`src/rtl/mc_control.sv`:
```
// Multi-cycle Moore control sequencer for the MIPS-lite datapath.
// Optional memory wait states: define MC_CONTROL_MEMWAIT_EN.
module mc_control (
  input  logic       clk,
  input  logic       rst,
  input  logic [5:0] opcode,
  input  logic [5:0] func,
  input  logic [4:0] branchf,
  input  logic       memready,
  output logic       pcwrite,
  output logic       irwrite,
  output logic       iord,
  output logic       memread,
  output logic       memwrite,
  output logic       memtoreg,
  output logic       regdest,
  output logic       regwrite,
  output logic       alusrca,
  output logic [1:0] alusrcb,
  output logic [3:0] aluop,
  output logic [1:0] pcsource,
  output logic [2:0] branch,
  output logic       jalcntrl,
  output logic       alusrcz,
  output logic       instret,
  output logic       badop,
  output logic [3:0] state
);

  localparam logic [3:0] S_FETCH  = 4'd0;
  localparam logic [3:0] S_DECODE = 4'd1;
  localparam logic [3:0] S_MEMADR = 4'd2;
  localparam logic [3:0] S_MEMRD  = 4'd3;
  localparam logic [3:0] S_MEMWB  = 4'd4;
  localparam logic [3:0] S_MEMWR  = 4'd5;
  localparam logic [3:0] S_REXEC  = 4'd6;
  localparam logic [3:0] S_RWB    = 4'd7;
  localparam logic [3:0] S_IEXEC  = 4'd8;
  localparam logic [3:0] S_IWB    = 4'd9;
  localparam logic [3:0] S_BRANCH = 4'd10;
  localparam logic [3:0] S_JUMP   = 4'd11;
  localparam logic [3:0] S_JAL    = 4'd12;
  localparam logic [3:0] S_JR     = 4'd13;

  localparam logic [5:0] OP_RTYPE  = 6'b000000;
  localparam logic [5:0] OP_REGIMM = 6'b000001;
  localparam logic [5:0] OP_J      = 6'b000010;
  localparam logic [5:0] OP_JAL    = 6'b000011;
  localparam logic [5:0] OP_BEQ    = 6'b000100;
  localparam logic [5:0] OP_BNE    = 6'b000101;
  localparam logic [5:0] OP_BLEZ   = 6'b000110;
  localparam logic [5:0] OP_BGTZ   = 6'b000111;
  localparam logic [5:0] OP_ADDI   = 6'b001000;
  localparam logic [5:0] OP_ANDI   = 6'b001100;
  localparam logic [5:0] OP_ORI    = 6'b001101;
  localparam logic [5:0] OP_LW     = 6'b100011;
  localparam logic [5:0] OP_SW     = 6'b101011;
  localparam logic [5:0] FN_JR     = 6'b001000;

  logic [3:0] cur;
  logic [3:0] nxt;
  logic       memok;
  logic       unusedbranchf;

  // Only bit 0 of the rt field matters (bgez vs bltz).
  assign unusedbranchf = ^branchf[4:1];

`ifdef MC_CONTROL_MEMWAIT_EN
  assign memok = memready;
`else
  logic unusedmemready;
  assign unusedmemready = memready;
  assign memok = 1'b1;
`endif

  always_ff @(posedge clk) begin
    if (rst) cur <= S_FETCH;
    else     cur <= nxt;
  end

  // Moore decode of the current state; reset blanks every output at the end.
  always_comb begin
    nxt      = S_FETCH;
    pcwrite  = 1'b0;
    irwrite  = 1'b0;
    iord     = 1'b0;
    memread  = 1'b0;
    memwrite = 1'b0;
    memtoreg = 1'b0;
    regdest  = 1'b0;
    regwrite = 1'b0;
    alusrca  = 1'b0;
    alusrcb  = 2'b00;
    aluop    = 4'b0000;
    pcsource = 2'b00;
    branch   = 3'b000;
    jalcntrl = 1'b0;
    alusrcz  = 1'b0;
    instret  = 1'b0;
    badop    = 1'b0;
    state    = cur;

    case (cur)
      S_FETCH: begin
        memread = 1'b1;
        alusrcb = 2'b01;
        irwrite = memok;
        pcwrite = memok;
        nxt     = memok ? S_DECODE : S_FETCH;
      end
      S_DECODE: begin
        alusrcb = 2'b11;
        case (opcode)
          OP_RTYPE:                 nxt = (func == FN_JR) ? S_JR : S_REXEC;
          OP_LW, OP_SW:             nxt = S_MEMADR;
          OP_ADDI, OP_ANDI, OP_ORI: nxt = S_IEXEC;
          OP_BEQ, OP_BNE, OP_REGIMM,
          OP_BGTZ, OP_BLEZ:         nxt = S_BRANCH;
          OP_J:                     nxt = S_JUMP;
          OP_JAL:                   nxt = S_JAL;
          default: begin
            badop = 1'b1;
            nxt   = S_FETCH;
          end
        endcase
      end
      S_MEMADR: begin
        alusrca = 1'b1;
        alusrcb = 2'b10;
        nxt     = (opcode == OP_SW) ? S_MEMWR : S_MEMRD;
      end
      S_MEMRD: begin
        memread = 1'b1;
        iord    = 1'b1;
        nxt     = memok ? S_MEMWB : S_MEMRD;
      end
      S_MEMWB: begin
        regwrite = 1'b1;
        memtoreg = 1'b1;
        instret  = 1'b1;
      end
      S_MEMWR: begin
        memwrite = 1'b1;
        iord     = 1'b1;
        instret  = memok;
        nxt      = memok ? S_FETCH : S_MEMWR;
      end
      S_REXEC: begin
        alusrca = 1'b1;
        aluop   = 4'b0001;
        nxt     = S_RWB;
      end
      S_RWB: begin
        regwrite = 1'b1;
        regdest  = 1'b1;
        instret  = 1'b1;
      end
      S_IEXEC: begin
        alusrca = 1'b1;
        alusrcb = 2'b10;
        case (opcode)
          OP_ANDI: aluop = 4'b0100;
          OP_ORI:  aluop = 4'b1000;
          default: aluop = 4'b0000;
        endcase
        nxt = S_IWB;
      end
      S_IWB: begin
        regwrite = 1'b1;
        instret  = 1'b1;
      end
      S_BRANCH: begin
        alusrca  = 1'b1;
        aluop    = 4'b0010;
        pcsource = 2'b01;
        instret  = 1'b1;
        case (opcode)
          OP_BEQ:  branch = 3'b001;
          OP_BNE:  branch = 3'b010;
          OP_REGIMM: begin
            branch  = branchf[0] ? 3'b011 : 3'b110;
            alusrcz = 1'b1;
          end
          OP_BGTZ: begin
            branch  = 3'b100;
            alusrcz = 1'b1;
          end
          OP_BLEZ: branch = 3'b101;
          default: branch = 3'b000;
        endcase
      end
      S_JUMP: begin
        pcwrite  = 1'b1;
        pcsource = 2'b10;
        instret  = 1'b1;
      end
      S_JAL: begin
        pcwrite  = 1'b1;
        pcsource = 2'b10;
        regwrite = 1'b1;
        jalcntrl = 1'b1;
        instret  = 1'b1;
      end
      S_JR: begin
        pcwrite  = 1'b1;
        pcsource = 2'b11;
        instret  = 1'b1;
      end
      default: nxt = S_FETCH;
    endcase

    if (rst) begin
      pcwrite  = 1'b0;
      irwrite  = 1'b0;
      iord     = 1'b0;
      memread  = 1'b0;
      memwrite = 1'b0;
      memtoreg = 1'b0;
      regdest  = 1'b0;
      regwrite = 1'b0;
      alusrca  = 1'b0;
      alusrcb  = 2'b00;
      aluop    = 4'b0000;
      pcsource = 2'b00;
      branch   = 3'b000;
      jalcntrl = 1'b0;
      alusrcz  = 1'b0;
      instret  = 1'b0;
      badop    = 1'b0;
      state    = 4'd0;
    end
  end

endmodule

```
`config.mk`:
```
export PLATFORM = sky130hd
export DESIGN_NAME = mc_control
export DESIGN_NICKNAME = d
export VERILOG_FILES = /design/src/rtl/mc_control.sv
export SDC_FILE = /design/constraint.sdc
export NUM_CORES = 1
export LEC_CHECK = 0
export CORE_ASPECT_RATIO = 1.4
export CORE_UTILIZATION = 36
export DETAILED_ROUTE_END_ITERATION = 16
export PLACE_DENSITY = 0.88
export SYNTH_ARGS = -nofsm -noshare
export SYNTH_HDL_FRONTEND = slang
export SYNTH_SLANG_ARGS = --single-unit
```
`constraint.sdc`:
```
create_clock -name clk -period 2 [get_ports clk]
set_clock_uncertainty 0.05 [all_clocks]
set_input_delay 0.4 -clock clk [delete_from_list [all_inputs] [get_ports clk]]
set_output_delay 0.4 -clock clk [all_outputs]
set_load 0.005 [all_outputs]
```
* Word level (Yosys, flattened, before mapping) *
Cells that the tools add are included.

storage, ports and cells
  bits of input ports = 20
  word-level logic and storage cells = 86
  register bits after elaboration = 4
  output and inout bits = 28

cells by class
  equal/unequal tests = 26
  multiplexer cells = 44
  reduce and logical (&&, ||, !) cells = 15

operators by type and width
  kind                number
  $pmux 4 s6          2
  $mux 1              28
  $eq 4x4->1 const B  6
  $eq 6x3->1 const B  4
  $eq 6x4->1 const B  4
  $eq 4x3->1 const B  4
  $pmux 3 s5          1
  $reduce_or 13->1    1
  $eq 6x2->1 const B  2
  $eq 6x6->1 const B  2
  $mux 3              4
  $mux 4              3
  $pmux 2 s3          2
  $pmux 4 s3          1
  $reduce_or 2->1     6
  $reduce_or 4->1     3
  $eq 4x2->1 const B  2
  $pmux 4 s2          1
  $reduce_or 8->1     1
  $eq 6x1->1 const B  1
  $logic_not 6->1     1
  $reduce_or 5->1     1
  $eq 4x1->1 const B  1
  $logic_not 4->1     1
  other kinds (2)     3

* Depth between registers and ports, before layout *
  depth after elaboration = 5
  mapped depth = 5
  depth with buffers taken out = 4

* Worst setup path after synthesis *
OpenSTA, ideal clock, no wires.

  path type = register to output
  start = reg cur[1]
  end = out aluop[2]
  arrival time = 1.200 ns
  stages on the path, launching flop included = 6
  required time = 1.550 ns
  path slack = 0.350 ns
  path buffers = 1
  cell sequence = dfxtp_1 -> buf_6 -> or2_1 -> nor3_1 -> nand4_1 -> nor3_1

on the way
  cells in the longest elaborated chain, start to end = 3
  elaborated cells on any way between the ends = 5
  those cells by class = eq/ne (3); mux (2)

RTL lines
  item                                             line  source
  start: declaration                               60    logic [3:0] cur;
  start signal: assignment                         78    else cur <= nxt;
  $eq 4x4->1 / $eq 4x3->1 (equally long branches)  103   case (cur)
  $pmux 4 s3 *                                     103
  $mux 4 *                                         212   if (rst) begin
  end: declaration                                 20    output logic [3:0] aluop,

Mark *: on every way between the ends. The rest lies on a longest branch, timed or not.

* Worst setup path after layout *
  start = in rst
  end = out alusrcz

on the way
  cells in the longest elaborated chain, start to end = 1

RTL lines
  item                line  source
  start: declaration  5     input logic rst,
  $mux 1              212
  end: declaration    24    output logic alusrcz,

Every way passes these cells.

==> flow_summary_export.csv <==
group,metric,value,unit
run_status,status,"complete, but fails checks",
run_status,violations,"setup timing",
grt,grt_pass1_wl,5064,µm
timing,clock.fmax,0.4926,GHz
synth,yosys.area.top_type_share,0.1089,
grt,antenna_found_initial,0,
grt,grt_max_degree,15,
cells_and_area,nets,219,
synth,yosysMostFrequentCell,"nor2_1",
critical_path,ff2ff_path_depth,8,
timing,worst_slew_pin_slew,354.4,ps
cells_and_area,fin_cells,218,
detailed_routing,vias_per_cell,5.537,
floorplanning,die-area,2296,µm²
synth,ys.flop_type,"dfxtp_1",
clock_tree,cts_buffer_depth,2,
clock_tree,numClockSinks,4,
critical_path,slowest_delay,240,ps
grt,grt-ovfl-total,0,
synth,synth_top_area_cell,"nor2_1",
pwr,p_int,0.2712,mW
floorplanning,core-area,1973,µm²
clock_tree,hold_buffers,0,
cells_and_area,largest_reg_flops,4,
clock_tree,cts_tree,"done",
cells_and_area,top_register,"cur",
critical_path,worstSetupPathType,"in -> out",
detailed_routing,drt_first_pass_iters,4,
floorplanning,start_util,0.3843,
synth,syn-cell-area,758.2,µm²
run,max-cap-violations,0,
timing,hold_viol,0,
place,place_hpwl,2302,µm
pwr,leakage,0.7848,nW
pwr,clkPwrFrac,0.248,
detailed_routing,drt-total-wl,3421,µm
place,io_buffers,42,
critical_path,crit_path_end_kind,"primary output",
critical_path,path_cells,"clkdlybuf4s15_2 -> buf_4 -> nor3_4 -> nand2_2 -> buf_4 -> nor2_1 -> clkdlybuf4s15_2",
detailed_routing,vias,1207,
critical_path,critPathSlowestCell,"clkdlybuf4s15_2",
pwr,seq_power_share,0.206,
detailed_routing,dr_wl_met3,188,µm
critical_path,path_max_fanout,5,
worst_hold_path,hold_start,"rst",
critical_path,r2r_start,"cur[1]",
pwr,pwr-share-comb,0.546,
pwr,finalPower,0.4143,mW
cells_and_area,num-fill-cells,136,
synth,ys_types,40,
timing,setup_ws,-30.23,ps
synth,synth_area_leaders,"nor2_1 (11%), dfxtp_1 (11%), a21oi_1 (5.9%)",
critical_path,cp.depth,7,
synth,synthCells,119,
pwr,switchingPower,0.1431,mW
clock_tree,clk_pin_slew,40,ps
synth,ys_warn_count,0,
critical_path,worstPathRequired,1550,ps
clock_tree,cts_buffers,3,
timing,slew_headroom,0.7619,
timing,drv_slew,0,
clock_tree,root_buffer,"clkbuf_4",
pwr,p_sw_frac,0.3454,
detailed_routing,drt-initial-drc-count,25,
critical_path,r2r_slack,310,ps
detailed_routing,top_layer,"met4",
timing,min_period,2030,ps
synth,syn_area_per_cell,6.372,µm²
synth,synth_seq_area_share,0.1056,
cells_and_area,reg_top3,"cur (4)",
cells_and_area,syn_to_final_growth,109.7,%
worst_hold_path,min_delay_path_depth,3,
timing,period_share,1.015,
synth,ys_ff_latch,4,
synth,synthArstFlopShare,0,
clock_tree,htreeDepth,1,
pwr,powerDensity,260.5,nW/µm²
critical_path,path_buf_inv,4,
detailed_routing,wl_met2,1965,µm
cells_and_area,drive_gt1_frac,0.4518,
critical_path,arrival,1580,ps
critical_path,critPathTopFamily,"buffers and inverters",
timing,grt_setup_unrepaired,"yes",
detailed_routing,wl_per_cell,15.69,µm
place,dp_slack,-594.0,ps
timing,setup_viol_count_final,2,
detailed_routing,drc,0,
clock_tree,clkLatencyLatePin,240,ps
floorplanning,row_count,19,
worst_hold_path,hp-class,"in -> reg",
synth,synth_common_cells,"nor2_1 (22), a21oi_1 (9), nand2_1 (9), nor3_1 (9), nand2b_1 (6)",
grt,track_usage,0.3113,
detailed_routing,drt-met1-wl,1105,µm
synth,synth_edf_count,0,
cells_and_area,postLayoutCoreUtil,0.8060,
grt,grt_pass1_vias,1189,
cells_and_area,num_antenna_cells,0,
detailed_routing,ant_nets,0,
place,dp_cells,208,
floorplanning,io_pins,48,
pwr,peakVddDrop,0.3232,mV
critical_path,rr_endpoint,"cur[1]",
floorplanning,die_x,40.79,µm
synth,syn_nets,139,
worst_hold_path,hold_end,"cur[3]",
critical_path,worst_setup_path_start_kind,"primary input",
floorplanning,die_y,56.30,µm
place,gp_congestion,0.8511,
==> cell usage in the layout (no fill, tap or decap), drive strengths merged, types with 2 or more instances in the layout <==
cell type	Yosys	routed
o21ai	3	3
nand2b	6	6
nor2	22	22
xnor2	2	2
a21oi	9	9
o31ai	2	2
or2	3	3
clkdlybuf4s50	0	10
nand4	3	3
dfxtp	4	4
nor2b	4	4
nand4b	2	2
inv	3	3
clkbuf	4	6
dlygate4sd2	0	19
clkdlybuf4s15	0	3
nand3b	2	2
xor2	2	2
dlymetal6s2s	0	3
or3	2	2
o21bai	2	2
nand2	9	9
a211oi	3	3
buf	7	48
nor3	10	10
==> layout make-up <==
type / count / area, µm² / area share
repair buffers: 86 / 724.4 / 0.4555
multi-input cells: 101 / 715.7 / 0.4500
flip-flops and latches: 4 / 90.09 / 0.05665
well taps: 21 / 26.28 / 0.01652
clock buffers: 3 / 22.52 / 0.01416
inverters: 3 / 11.26 / 0.007081
==> power groups by stage <==
stage	clock, mW	combinational, mW	sequential, mW
3_5_place_dp	0	0.209	0.0871
6_report	0.103	0.226	0.0854
5_1_grt	0.102	0.244	0.0858
4_1_cts	0.101	0.215	0.0860
2_1_floorplan	0	0.0871	0.0867
3_3_place_gp	0	0.200	0.0868
==> metrics by stage <==
stage | TNS (ps) | hold WS, ps | area, µm²
5_1_grt | -142.1 | 648.9 | 1590
3_5_place_dp | -10350 | 669.2 | 1420
4_1_cts | -113.7 | 610.7 | 1541
2_1_floorplan | 0 | 463.2 | 758.2
3_3_place_gp | -9099 | 638.8 | 1420
6_report | -51.53 | 622.5 | 1590
==> metal layers <==
layer  up-vias  global-route usage
met4         0              0.1571
li1        573                   -
met1       552              0.2754
met2        66              0.5848
met5         -                   0
met3        16             0.05138
==> cells by family after synthesis <==
logic type | after synthesis | share of synthesized area
xor gates and xnor gates | 4 | 0.04621
DFF | 4 | 0.1056
buffers and inverters | 14 | 0.09735
AOI/OAI and AO/OA | 27 | 0.2343
and+or+nand+nor | 69 | 0.5017
muxes | 1 | 0.01485
==> worst reg2reg max path, delay by kind of cell (launching register included) <==
family | cells | cell delay, ps
flip-flops | 1 | 320
AND/OR/NAND/NOR | 2 | 190
buffers and inverters | 4 | 490
AO/OA/AOI/OAI | 2 | 550
==> repair_timing <==
action / 4_1_cts / 5_1_grt
pin swaps: 10 / 3
buffers inserted: 5 / 2
resized for setup: 75 / 20
setup endpoints to repair: 28 / 11
==> worst max path at each step <==
stage	slack, ps	start	endpoint
final	-30	rst	alusrcz
after CTS	-70	cur[1]	iord
after detailed placement	-590	rst	branch[0]
after global routing	-80	rst	alusrcz
after floorplan	350	cur[1]	aluop[2]
after global placement	-530	rst	branch[0]
(Power assumes the default switching activity.)
==> RTL change, RTL diff (config.mk and constraints unchanged) <==
Build with the macro `MC_CONTROL_MEMWAIT_EN` defined.
--- a/src/rtl/mc_control.sv
+++ b/src/rtl/mc_control.sv
@@ -1,4 +1,6 @@
 // Multi-cycle Moore control sequencer for the MIPS-lite datapath.
 // Optional memory wait states: define MC_CONTROL_MEMWAIT_EN.
+`define MC_CONTROL_MEMWAIT_EN
+
 module mc_control (
   input  logic       clk,
Function: changed (Yosys sat finds a counterexample within 4 cycles, from zero or initial values and one cycle with rst high).
==> RTL change against the original RTL <==
The run still ends with negative setup slack left. Sequential share of layout area decreased by 0.25 points. Sequential cell count unchanged. Power about the same. Non-clock buffer count increased by 7. Synthesized area increased by 11%. Setup slack improved by 0.017 ns. Highest routed layer unchanged. Critical path type unchanged. Hold slack got worse by 0.12 ns. Largest power group unchanged. Combinational power increased by 2%. Design area increased by 7.5%. Clock power decreased by 6%. Wire length increased by 13%.
==> RTL change: results (changes against the original RTL) <==
[critical_path]
critPathCapture = badop
reg2reg_from = cur[3]$_SDFF_PP0_
rr_worst_depth = 6  ; -2
crit_start = opcode[3]
cp.arrival_ns = 1.56  ; -0.02 ns
rrSetupSlack_ns = 0.40  ; +0.09 ns
worst_r2r_endpoint = cur[0]$_SDFF_PP0_

[logic_synthesis]
async_flop_share = 0  ; unchanged
avgSynthCellArea_um2 = 6.256  ; -1.8%
synth_cell_types = 42  ; +5.0%
synth_area_leaders = dfxtp_1 (9.5%), a21oi_1 (7.7%), nor2_1 (6.2%)
yosys_most_used_dff = dfxtp_1
synth_common_cells = nor2_1 (14), a21oi_1 (13), nand2_1 (12)
yosysSeqAreaShare = 0.09481  ; -0.01080

[outcome]
violations = negative setup slack
outcome = complete, but fails checks

[route]
routedWlPerCell_um = 16.12  ; +2.7%
viasPerCell = 5.967  ; +7.8%
drtIter0Drc = 31  ; +24%
wirelength_um = 3852  ; +13%

[sta]
setup_viol = 1  ; -1
fin_setup_tns_ns = -0.01347  ; +0.03806 ns
layout_setup_ws_ns = -0.01347  ; +0.01676 ns
slew-limit-headroom = 0.7957  ; +0.03377

[global_route]
grt_pass1_vias = 1425  ; +20%
grtUsageTotal = 0.2877  ; -0.02362
grt_max_degree = 13  ; -2
grt_pass1_wl_um = 5740  ; +13%

[final_layout]
drive_above_1_share = 0.4240  ; -0.02781
fillers = 161  ; +18%
nets = 239  ; +9.1%

[pwr]
vdd_drop_max_uv = 313.4  ; -3.0%
p_leak_nw = 0.8405  ; +7.1%

[place]
gp_congestion = 0.9265  ; +8.9%
hpwl_um = 2682  ; +17%
io_buffers = 43  ; +2.4%

RTL change: per-layer routing:
metal,vias up,GRT usage,part of all wire
li1,656,-,-
met1,650,0.2556,0.32
met2,94,0.5996,0.57
met3,26,0.04878,0.058
met4,0,0.1342,0.050
met5,-,0,0
RTL change: repair_timing:
item	CTS	global route
endpoints found under the setup margin	28	11
pin swaps	10	6
gates resized for setup	74	24
setup buffers	7	3
hold endpoints to repair	0	0
RTL change: stage by stage:
step | power (mW) | util | setup slack [ns] | instance area [um^2]
after floorplan | 0.1717 | - | 0.3714 | 844.6
after global placement | 0.2849 | 0.6938 | -0.5985 | 1528
after detailed placement | 0.2927 | 0.6938 | -0.6919 | 1528
after CTS | 0.4034 | 0.7494 | -0.001947 | 1650
after global routing | 0.4396 | 0.7761 | -0.06040 | 1709
final | 0.4144 | 0.7761 | -0.01347 | 1709
RTL change: cells by family (layout without fill, tap and decap cells):
family	after synthesis	in the layout	share of synthesized area
simple gates	73	73	0.5052
xor+xnor	1	1	0.01037
compound gates	36	36	0.2696
flops	4	4	0.09482
buf+inv	21	103	0.1200
RTL change: area by class of cell:
type	instances	area (um^2)	share of cell area
clock buffer	3	22.52	0.01318
inverter	7	28.78	0.01684
multi-input combinational	110	760.7	0.4451
sequential	4	92.59	0.05417
tap	22	27.53	0.01611
timing repair buffer	93	777.0	0.4546
RTL change: critical path, stage by stage:
cell	delay, ns
dlygate4sd2_1	0.28
or3b_1	0.39
a21oi_2	0.19
a211o_1	0.12
a21oi_1	0.04
buf_2	0.13
RTL change: worst min path at each step:
stage / start / end / slack, ns
5_1_grt: rst / cur[3]$_SDFF_PP0_ / 0.50
3_5_place_dp: cur[1]$_SDFF_PP0_ / cur[3]$_SDFF_PP0_ / 0.59
6_report: rst / cur[3]$_SDFF_PP0_ / 0.51
3_3_place_gp: cur[1]$_SDFF_PP0_ / cur[1]$_SDFF_PP0_ / 0.58
4_1_cts: rst / cur[3]$_SDFF_PP0_ / 0.47
2_1_floorplan: cur[0]$_SDFF_PP0_ / cur[2]$_SDFF_PP0_ / 0.55
RTL change: power breakdown:
part | leakage (nW) | internal, mW | switching (mW)
clock network | 0.0138 | 0.0669 | 0.0304
registers | 0.0352 | 0.0812 | 0.00547
logic | 0.791 | 0.121 | 0.110
